<file path="config.mk">
export PLATFORM = sky130hd
export DESIGN_NAME = parking_gate_sensor_flat
export DESIGN_NICKNAME = d
export VERILOG_FILES = /design/src/rtl/parking_gate_sensor_pkg.sv /design/src/rtl/parking_gate_sensor_if.sv /design/src/rtl/parking_gate_sensor_beam_debounce.sv /design/src/rtl/parking_gate_sensor.sv /design/src/flat_wrapper.sv
export SDC_FILE = /design/constraint.sdc
export NUM_CORES = 1
export LEC_CHECK = 0
export ABC_CLOCK_PERIOD_IN_PS = 2000
export BUFFER_PORTS_ARGS = -buffer_cell sky130_fd_sc_hd__buf_4
export CORE_MARGIN = 2
export CORE_UTILIZATION = 45
export CTS_CLUSTER_DIAMETER = 40
export CTS_CLUSTER_SIZE = 40
export DETAILED_ROUTE_END_ITERATION = 16
export SLEW_MARGIN = 20
export SYNTH_ARGS = -nofsm -noshare
export SYNTH_HDL_FRONTEND = slang
export SYNTH_SLANG_ARGS = --single-unit
export TNS_END_PERCENT = 5
</file>
<file path="constraint.sdc">
create_clock -name clk -period 2 [get_ports clk]
set_clock_uncertainty 0.2 [all_clocks]
set_input_delay 0.4 -clock clk [delete_from_list [all_inputs] [get_ports clk]]
set_output_delay 0.4 -clock clk [all_outputs]
set_load 0.05 [all_outputs]
</file>
<file path="src/rtl/parking_gate_sensor_pkg.sv">
// Shared types and default parameters for the parking gate beam sensor.
package parking_pkg;

  typedef enum logic [2:0] {
    IDLE  = 3'd0,
    EN_A  = 3'd1,
    EN_AB = 3'd2,
    EN_B  = 3'd3,
    EX_B  = 3'd4,
    EX_AB = 3'd5,
    EX_A  = 3'd6,
    FAULT = 3'd7
  } gate_state_e;

  localparam int unsigned SYNC_STAGES_DEF     = 2;
  localparam int unsigned DEBOUNCE_CYCLES_DEF = 4;
  localparam int unsigned TIMEOUT_CYCLES_DEF  = 1000;
  localparam int unsigned CNT_W_DEF           = 10;

endpackage

</file>
<file path="src/rtl/parking_gate_sensor_if.sv">
// Gate-side signal bundle: raw beams in, passage pulses and status out.
interface parking_gate_sensor_if;
  logic sensor_a;
  logic sensor_b;
  logic car_enter;
  logic car_exit;
  logic busy;
  logic fault;

  modport master (
    output sensor_a, sensor_b,
    input  car_enter, car_exit, busy, fault
  );

  modport slave (
    input  sensor_a, sensor_b,
    output car_enter, car_exit, busy, fault
  );
endinterface

</file>
<file path="src/rtl/parking_gate_sensor_beam_debounce.sv">
// One beam input: multi-flop synchroniser followed by a level debouncer.
module beam_debounce #(
  parameter int unsigned SYNC_STAGES     = 2,
  parameter int unsigned DEBOUNCE_CYCLES = 4
) (
  input  logic clk,
  input  logic reset_n,
  input  logic raw_i,
  output logic level_o
);

  localparam int unsigned CW = $clog2(DEBOUNCE_CYCLES + 1);

  logic [SYNC_STAGES-1:0] sync_q;
  logic [CW-1:0]          cnt_q, cnt_d;
  logic                   level_q, level_d;
  logic                   synced;

  assign synced  = sync_q[SYNC_STAGES-1];
  assign level_o = level_q;

  // Shift the raw beam through the synchroniser chain.
  always_ff @(posedge clk or negedge reset_n) begin
    if (!reset_n) sync_q <= '0;
    else          sync_q <= {sync_q[SYNC_STAGES-2:0], raw_i};
  end

  // Count consecutive samples that disagree with the accepted level; any agreeing sample restarts the run.
  always_comb begin
    level_d = level_q;
    cnt_d   = '0;
    if (synced != level_q) begin
      if (cnt_q == CW'(DEBOUNCE_CYCLES - 1)) level_d = synced;
      else                                   cnt_d   = cnt_q + CW'(1);
    end
  end

  // Debounce state registers.
  always_ff @(posedge clk or negedge reset_n) begin
    if (!reset_n) begin
      cnt_q   <= '0;
      level_q <= 1'b0;
    end else begin
      cnt_q   <= cnt_d;
      level_q <= level_d;
    end
  end

endmodule

</file>
<file path="src/rtl/parking_gate_sensor.sv">
// Gate passage detector: two debounced beams feed a direction FSM with a stuck-passage timeout.
//
// state | meaning
// IDLE  | both beams clear, no passage in progress
// EN_A  | entry started, street beam A broken
// EN_AB | entry, both beams broken
// EN_B  | entry, only lot beam B broken
// EX_B  | exit started, lot beam B broken
// EX_AB | exit, both beams broken
// EX_A  | exit, only street beam A broken
// FAULT | timeout or illegal start, waiting for both beams clear
module parking_gate_sensor
  import parking_pkg::*;
#(
  parameter int unsigned SYNC_STAGES     = SYNC_STAGES_DEF,
  parameter int unsigned DEBOUNCE_CYCLES = DEBOUNCE_CYCLES_DEF,
  parameter int unsigned TIMEOUT_CYCLES  = TIMEOUT_CYCLES_DEF,
  parameter int unsigned CNT_W           = CNT_W_DEF
) (
  input  logic                  clk,
  input  logic                  reset_n,
  parking_gate_sensor_if.slave  gate
);

  gate_state_e      state_q, state_d;
  logic [CNT_W-1:0] tmo_q, tmo_d;
  logic             enter_q, enter_d;
  logic             exit_q, exit_d;
  logic             busy_q, fault_q;
  logic             a, b;
  logic [1:0]       ab;
  logic             timed;

  beam_debounce #(.SYNC_STAGES(SYNC_STAGES), .DEBOUNCE_CYCLES(DEBOUNCE_CYCLES)) u_deb_a (
    .clk(clk), .reset_n(reset_n), .raw_i(gate.sensor_a), .level_o(a)
  );

  beam_debounce #(.SYNC_STAGES(SYNC_STAGES), .DEBOUNCE_CYCLES(DEBOUNCE_CYCLES)) u_deb_b (
    .clk(clk), .reset_n(reset_n), .raw_i(gate.sensor_b), .level_o(b)
  );

  assign ab    = {a, b};
  assign timed = (state_q != IDLE) && (state_q != FAULT);

  // Next state from the beam pattern, then timeout override, counter and pulse decode.
  always_comb begin
    state_d = state_q;
    case (state_q)
      IDLE:    case (ab) 2'b10: state_d = EN_A;  2'b01: state_d = EX_B;  2'b11: state_d = FAULT; default: ; endcase
      EN_A:    case (ab) 2'b11: state_d = EN_AB; 2'b00: state_d = IDLE;  default: ; endcase
      EN_AB:   case (ab) 2'b01: state_d = EN_B;  2'b10: state_d = EN_A;  default: ; endcase
      EN_B:    case (ab) 2'b00: state_d = IDLE;  2'b11: state_d = EN_AB; default: ; endcase
      EX_B:    case (ab) 2'b11: state_d = EX_AB; 2'b00: state_d = IDLE;  default: ; endcase
      EX_AB:   case (ab) 2'b10: state_d = EX_A;  2'b01: state_d = EX_B;  default: ; endcase
      EX_A:    case (ab) 2'b00: state_d = IDLE;  2'b11: state_d = EX_AB; default: ; endcase
      FAULT:   if (ab == 2'b00) state_d = IDLE;
      default: state_d = IDLE;
    endcase

    // A passage stuck in one state for TIMEOUT_CYCLES cycles is abandoned.
    if (timed && (state_d == state_q) && (tmo_q == CNT_W'(TIMEOUT_CYCLES - 1)))
      state_d = FAULT;

    tmo_d = '0;
    if (timed && (state_d == state_q)) tmo_d = tmo_q + CNT_W'(1);

    enter_d = (state_q == EN_B) && (state_d == IDLE);
    exit_d  = (state_q == EX_A) && (state_d == IDLE);
  end

  // State, timeout counter and registered outputs.
  always_ff @(posedge clk or negedge reset_n) begin
    if (!reset_n) begin
      state_q <= IDLE;
      tmo_q   <= '0;
      enter_q <= 1'b0;
      exit_q  <= 1'b0;
      busy_q  <= 1'b0;
      fault_q <= 1'b0;
    end else begin
      state_q <= state_d;
      tmo_q   <= tmo_d;
      enter_q <= enter_d;
      exit_q  <= exit_d;
      busy_q  <= (state_q != IDLE);
      fault_q <= (state_q == FAULT);
    end
  end

  assign gate.car_enter = enter_q;
  assign gate.car_exit  = exit_q;
  assign gate.busy      = busy_q;
  assign gate.fault     = fault_q;

endmodule

</file>
<file path="src/flat_wrapper.sv">
// flat-port wrapper written by rule: the top's interface ports become plain ports
module parking_gate_sensor_flat import parking_pkg::*;
#(
  parameter int unsigned SYNC_STAGES     = SYNC_STAGES_DEF,
  parameter int unsigned DEBOUNCE_CYCLES = DEBOUNCE_CYCLES_DEF,
  parameter int unsigned TIMEOUT_CYCLES  = TIMEOUT_CYCLES_DEF,
  parameter int unsigned CNT_W           = CNT_W_DEF
)
  (clk, reset_n, gate_sensor_a, gate_sensor_b, gate_car_enter, gate_car_exit, gate_busy, gate_fault);
  parking_gate_sensor_if gate_i ();
  input  logic clk;
  input  logic reset_n;
  input wire logic [$bits(gate_i.sensor_a)-1:0] gate_sensor_a;
  input wire logic [$bits(gate_i.sensor_b)-1:0] gate_sensor_b;
  output wire logic [$bits(gate_i.car_enter)-1:0] gate_car_enter;
  output wire logic [$bits(gate_i.car_exit)-1:0] gate_car_exit;
  output wire logic [$bits(gate_i.busy)-1:0] gate_busy;
  output wire logic [$bits(gate_i.fault)-1:0] gate_fault;
  assign gate_i.sensor_a = gate_sensor_a;
  assign gate_i.sensor_b = gate_sensor_b;
  assign gate_car_enter = gate_i.car_enter;
  assign gate_car_exit = gate_i.car_exit;
  assign gate_busy = gate_i.busy;
  assign gate_fault = gate_i.fault;
  parking_gate_sensor #(.SYNC_STAGES(SYNC_STAGES), .DEBOUNCE_CYCLES(DEBOUNCE_CYCLES), .TIMEOUT_CYCLES(TIMEOUT_CYCLES), .CNT_W(CNT_W)) u_core (.clk(clk), .reset_n(reset_n), .gate(gate_i));
endmodule
</file>
==> impl_metrics.py <==
metrics = {
    "logic_synthesis": {
        "yosys-top-cells-area": "sky130_fd_sc_hd__dfrtp_1 52%, sky130_fd_sc_hd__ha_1 6.3%, sky130_fd_sc_hd__nor2_1 5.1%, sky130_fd_sc_hd__xnor2_1 5.1%, sky130_fd_sc_hd__nand2_1 2.4%",
        "yosysSeqAreaShare": 0.5239,
        "synth_enable_flop_cells": 0,
        "yosys_warnings": 0,
        "synth_top_flop_cell": "sky130_fd_sc_hd__dfrtp_1",
        "async_reset_ff_frac": 1.000,
        "post-synth-top-count-cell": "sky130_fd_sc_hd__dfrtp_1",
        "yosys_register_bits": 29,
        "syn_nets": 141,
        "yosysTopAreaCellShare": 0.5239,
        "mapped_cells": 130,
        "yosysUniqueCellTypes": 36,
        "yosys.area.top_type": "sky130_fd_sc_hd__dfrtp_1",
        "ys_top_cells_by_count": "29 x sky130_fd_sc_hd__dfrtp_1, 19 x sky130_fd_sc_hd__nor2_1, 9 x sky130_fd_sc_hd__nand2_1, 8 x sky130_fd_sc_hd__xnor2_1, 7 x sky130_fd_sc_hd__ha_1",
        "synth_area_sq_um": 1385,
        "syn_avg_cell_area_sq_um": 10.65,
    },
    "cts": {
        "h-tree-depth": 2,
        "clkTransAtPathRegs_ns": 0.09,
        "cts_inserted_buffers": 5,
        "cts-root-to-sink-buffers": 2,
        "numClockSinks": 29,
        "clock-root-buffer": "sky130_fd_sc_hd__clkbuf_4",
        "tritoncts_clock_tree": "yes",
        "clk-insertion-delay-late_ns": 0.33,
    },
    "min_path": {
        "hold-path-cell-count": 0,
        "min_delay_worst_endpoint": "u_core.u_deb_a.sync_q[1]",
        "min-delay-path-class": "flip-flop to flip-flop",
        "worstHoldStart": "u_core.u_deb_a.sync_q[0]",
    },
    "global_routing": {
        "gr-usage-all-layers": 0.1575,
        "grt_pass1_wl_um": 4050,
        "grt_remaining_overflow": 0,
        "grt_pass1_vias": 941,
        "antenna_violations_before_repair": 0,
        "grt_max_degree": 30,
    },
    "timing": {
        "rsz0062_at_grt": "yes",
        "timing.slew.headroom": 0.6713,
        "timing.final.ws_setup_ns": 0.03570,
        "slew_violations": 0,
        "hold_viol_final": 0,
        "worstMarginPinSlew_ns": 0.4877,
        "holdWs_ns": 0.1539,
        "setup_viol_count_final": 0,
        "maxClockFrequency_ghz": 0.5091,
        "final_min_period_over_clock_period": 0.9821,
        "finalCriticalPeriod_ns": 1.964,
    },
    "floorplanning": {
        "die_w_um": 59.48,
        "floorplan.io_pins": 8,
        "std_cell_rows": 20,
        "die_h_um": 59.48,
        "dieArea_sq_um": 3538,
        "floorplan.core_area_sq_um": 2978,
        "starting_density_of_the_core": 0.4651,
    },
    "critical_path": {
        "reg2reg_setup_slack_ns": 0.04,
        "reg2reg_to": "u_core.state_q[1]",
        "crit_family": "simple AND/OR/NAND/NOR gates",
        "worst-r2r-cell-count": 6,
        "critical_path_s_largest_stage_delay_ns": 0.40,
        "critical_path_arrival_ns": 2.02,
        "cp_slowest_cell": "sky130_fd_sc_hd__dfrtp_1",
        "crit_path_max_fanout": 6,
        "worst-path-buf-inv": 1,
        "cp.depth": 6,
        "kind_of_critical_path": "flip-flop to flip-flop",
        "cp-start-kind": "flip-flop",
        "cp.required_ns": 2.06,
        "timing.rr.start": "u_core.u_deb_b.level_o",
        "critical_path.endpoint_type": "flip-flop",
        "critical_path.cell_chain": "inv_2, ha_4, or3b_1, a32o_2, or2_4, o211ai_2",
    },
    "final_layout": {
        "final.fill_count": 257,
        "ff_latch_area_sq_um": 725.7,
        "area.growth.synth_to_final_pct": 19.06,
        "layout_net_count": 160,
        "final_design_area_no_fill_sq_um": 1649,
        "fin_cells": 183,
        "final_antenna_diode_count": 0,
        "multiInputGateArea_sq_um": 665.6,
        "layout-drive-gt1-share": 0.2200,
    },
    "pwr": {
        "p_per_area_nw_per_um2": 1375,
        "report.power.total_mw": 2.267,
        "peakVddDrop_uv": 494.4,
        "leakage_nw": 0.7250,
    },
    "placement": {
        "dp.final_hpwl_um": 1654,
        "globalplace.congestion": 0.7609,
        "dpl.cell_count": 170,
        "io_buffers": 7,
        "placed_area_sq_um": 1508,
        "pre_cts_slack_ns": 0.005822,
    },
    "drt": {
        "m1WireLength_um": 1004,
        "firstDrtPassIters": 4,
        "routed_wl_um": 2308,
        "top_layer": "met4",
        "detailroute.via_count": 967,
        "wire_per_inst_um": 12.61,
        "dr_wl_met2_um": 1183,
        "met3WireLength_um": 98,
        "avgViaCountPerCell": 5.284,
        "first_iter_violations": 21,
        "antenna_left": 0,
        "drcViolationCount": 0,
    },
    "flow_run": {
        "max-cap-violations": 0,
    },
    "status": {
        "outcome": "finished, final reports clean",
    },
}
-- metal layers --
| layer | GRT usage | vias to the layer above |
|---|---|---|
| met3 | 0.05895 | 4 |
| met5 | 0 | - |
| met4 | 0.05844 | 0 |
| met2 | 0.2653 | 20 |
| met1 | 0.1811 | 460 |
| li1 | - | 483 |
-- layout make-up --
| cell class | instances | share of cell area |
|---|---|---|
| Sequential cell | 29 | 0.4401 |
| Multi-Input combinational cell | 93 | 0.4036 |
| Timing Repair Buffer | 17 | 0.08194 |
| Clock buffer | 7 | 0.03945 |
| Tap cell | 33 | 0.02504 |
| Inverter | 3 | 0.006829 |
| Clock inverter | 1 | 0.003035 |
-- report_power, final --
group | switching, mW | internal, mW | total (mW)
Clock | 0.198 | 0.203 | 0.401
Combinational | 0.554 | 0.492 | 1.05
Sequential | 0.117 | 0.703 | 0.820
-- per-stage QoR --
stage | utilization | setup TNS (ns)
after floorplan | - | -0.04810
after global placement | 0.5063 | 0
after detailed placement | 0.5063 | 0
after CTS | 0.5450 | 0
after global routing | 0.5538 | -0.1544
final | 0.5538 | 0
-- logic make-up after synthesis --
| family | share of synthesized area |
|---|---|
| AND/OR/NAND/NOR | 0.2150 |
| flip-flops | 0.5239 |
| AO/OA/AOI/OAI | 0.09667 |
| XOR/XNOR | 0.06324 |
| buffers and inverters | 0.02349 |
| adder cells (fa/ha/maj) | 0.06323 |
| multiplexers | 0.01445 |
-- sequential cells by signal (all words and copies together), names as in the netlist --
name / count
u_core.gate.busy: 1
u_core.u_deb_a.sync_q: 2
u_core.gate.car_exit: 1
u_core.u_deb_b.cnt_q: 3
u_core.u_deb_a.cnt_q: 3
u_core.u_deb_b.sync_q: 2
u_core.u_deb_a.level_o: 1
u_core.tmo_q: 10
u_core.state_q: 3
u_core.gate.car_enter: 1
u_core.gate.fault: 1
u_core.u_deb_b.level_o: 1
-- timing repair --
item / in CTS / in global routing
gates resized for setup: 0 / 4
gates cloned: 0 / 0
setup buffers: 2 / 0
pin swaps: 2 / 6
endpoints found under the hold margin: 31 / 0
setup endpoints to repair: 1 / 10
hold buffers: 3 / 0
-- how the worst max path moves through the flow --
stage / from / to / slack, ns
global route: u_core.u_deb_a.level_o / u_core.state_q[1] / -0.06
global placement: u_core.u_deb_a.level_o / u_core.state_q[1] / 0.04
detailed placement: u_core.u_deb_b.level_o / u_core.state_q[1] / 0.006
floorplan: u_core.u_deb_a.level_o / u_core.state_q[1] / -0.05
CTS: u_core.u_deb_b.level_o / u_core.state_q[1] / 0.001
finish: u_core.u_deb_b.level_o / u_core.state_q[1] / 0.04
-- cell usage in the layout (no fill, tap or decap), drive strengths merged, types with 3 or more instances in the layout --
| master | n |
|---|---|
| or3b | 3 |
| nand2 | 9 |
| nand3 | 5 |
| o21ai | 6 |
| clkbuf | 7 |
| nor2b | 3 |
| ha | 7 |
| xnor2 | 8 |
| nor3 | 4 |
| dfrtp | 29 |
| nor3b | 3 |
| inv | 3 |
| nor2 | 19 |
| buf | 14 |
| dlygate4sd3 | 3 |
-- worst reg2reg max path: stages (launching register included) --
cell	delay, ns
sky130_fd_sc_hd__dfrtp_1	0.40
sky130_fd_sc_hd__inv_2	0.09
sky130_fd_sc_hd__ha_4	0.22
sky130_fd_sc_hd__or3b_1	0.35
sky130_fd_sc_hd__a32o_2	0.29
sky130_fd_sc_hd__or2_4	0.24
sky130_fd_sc_hd__o211ai_2	0.12
(Power assumes the default switching activity.)
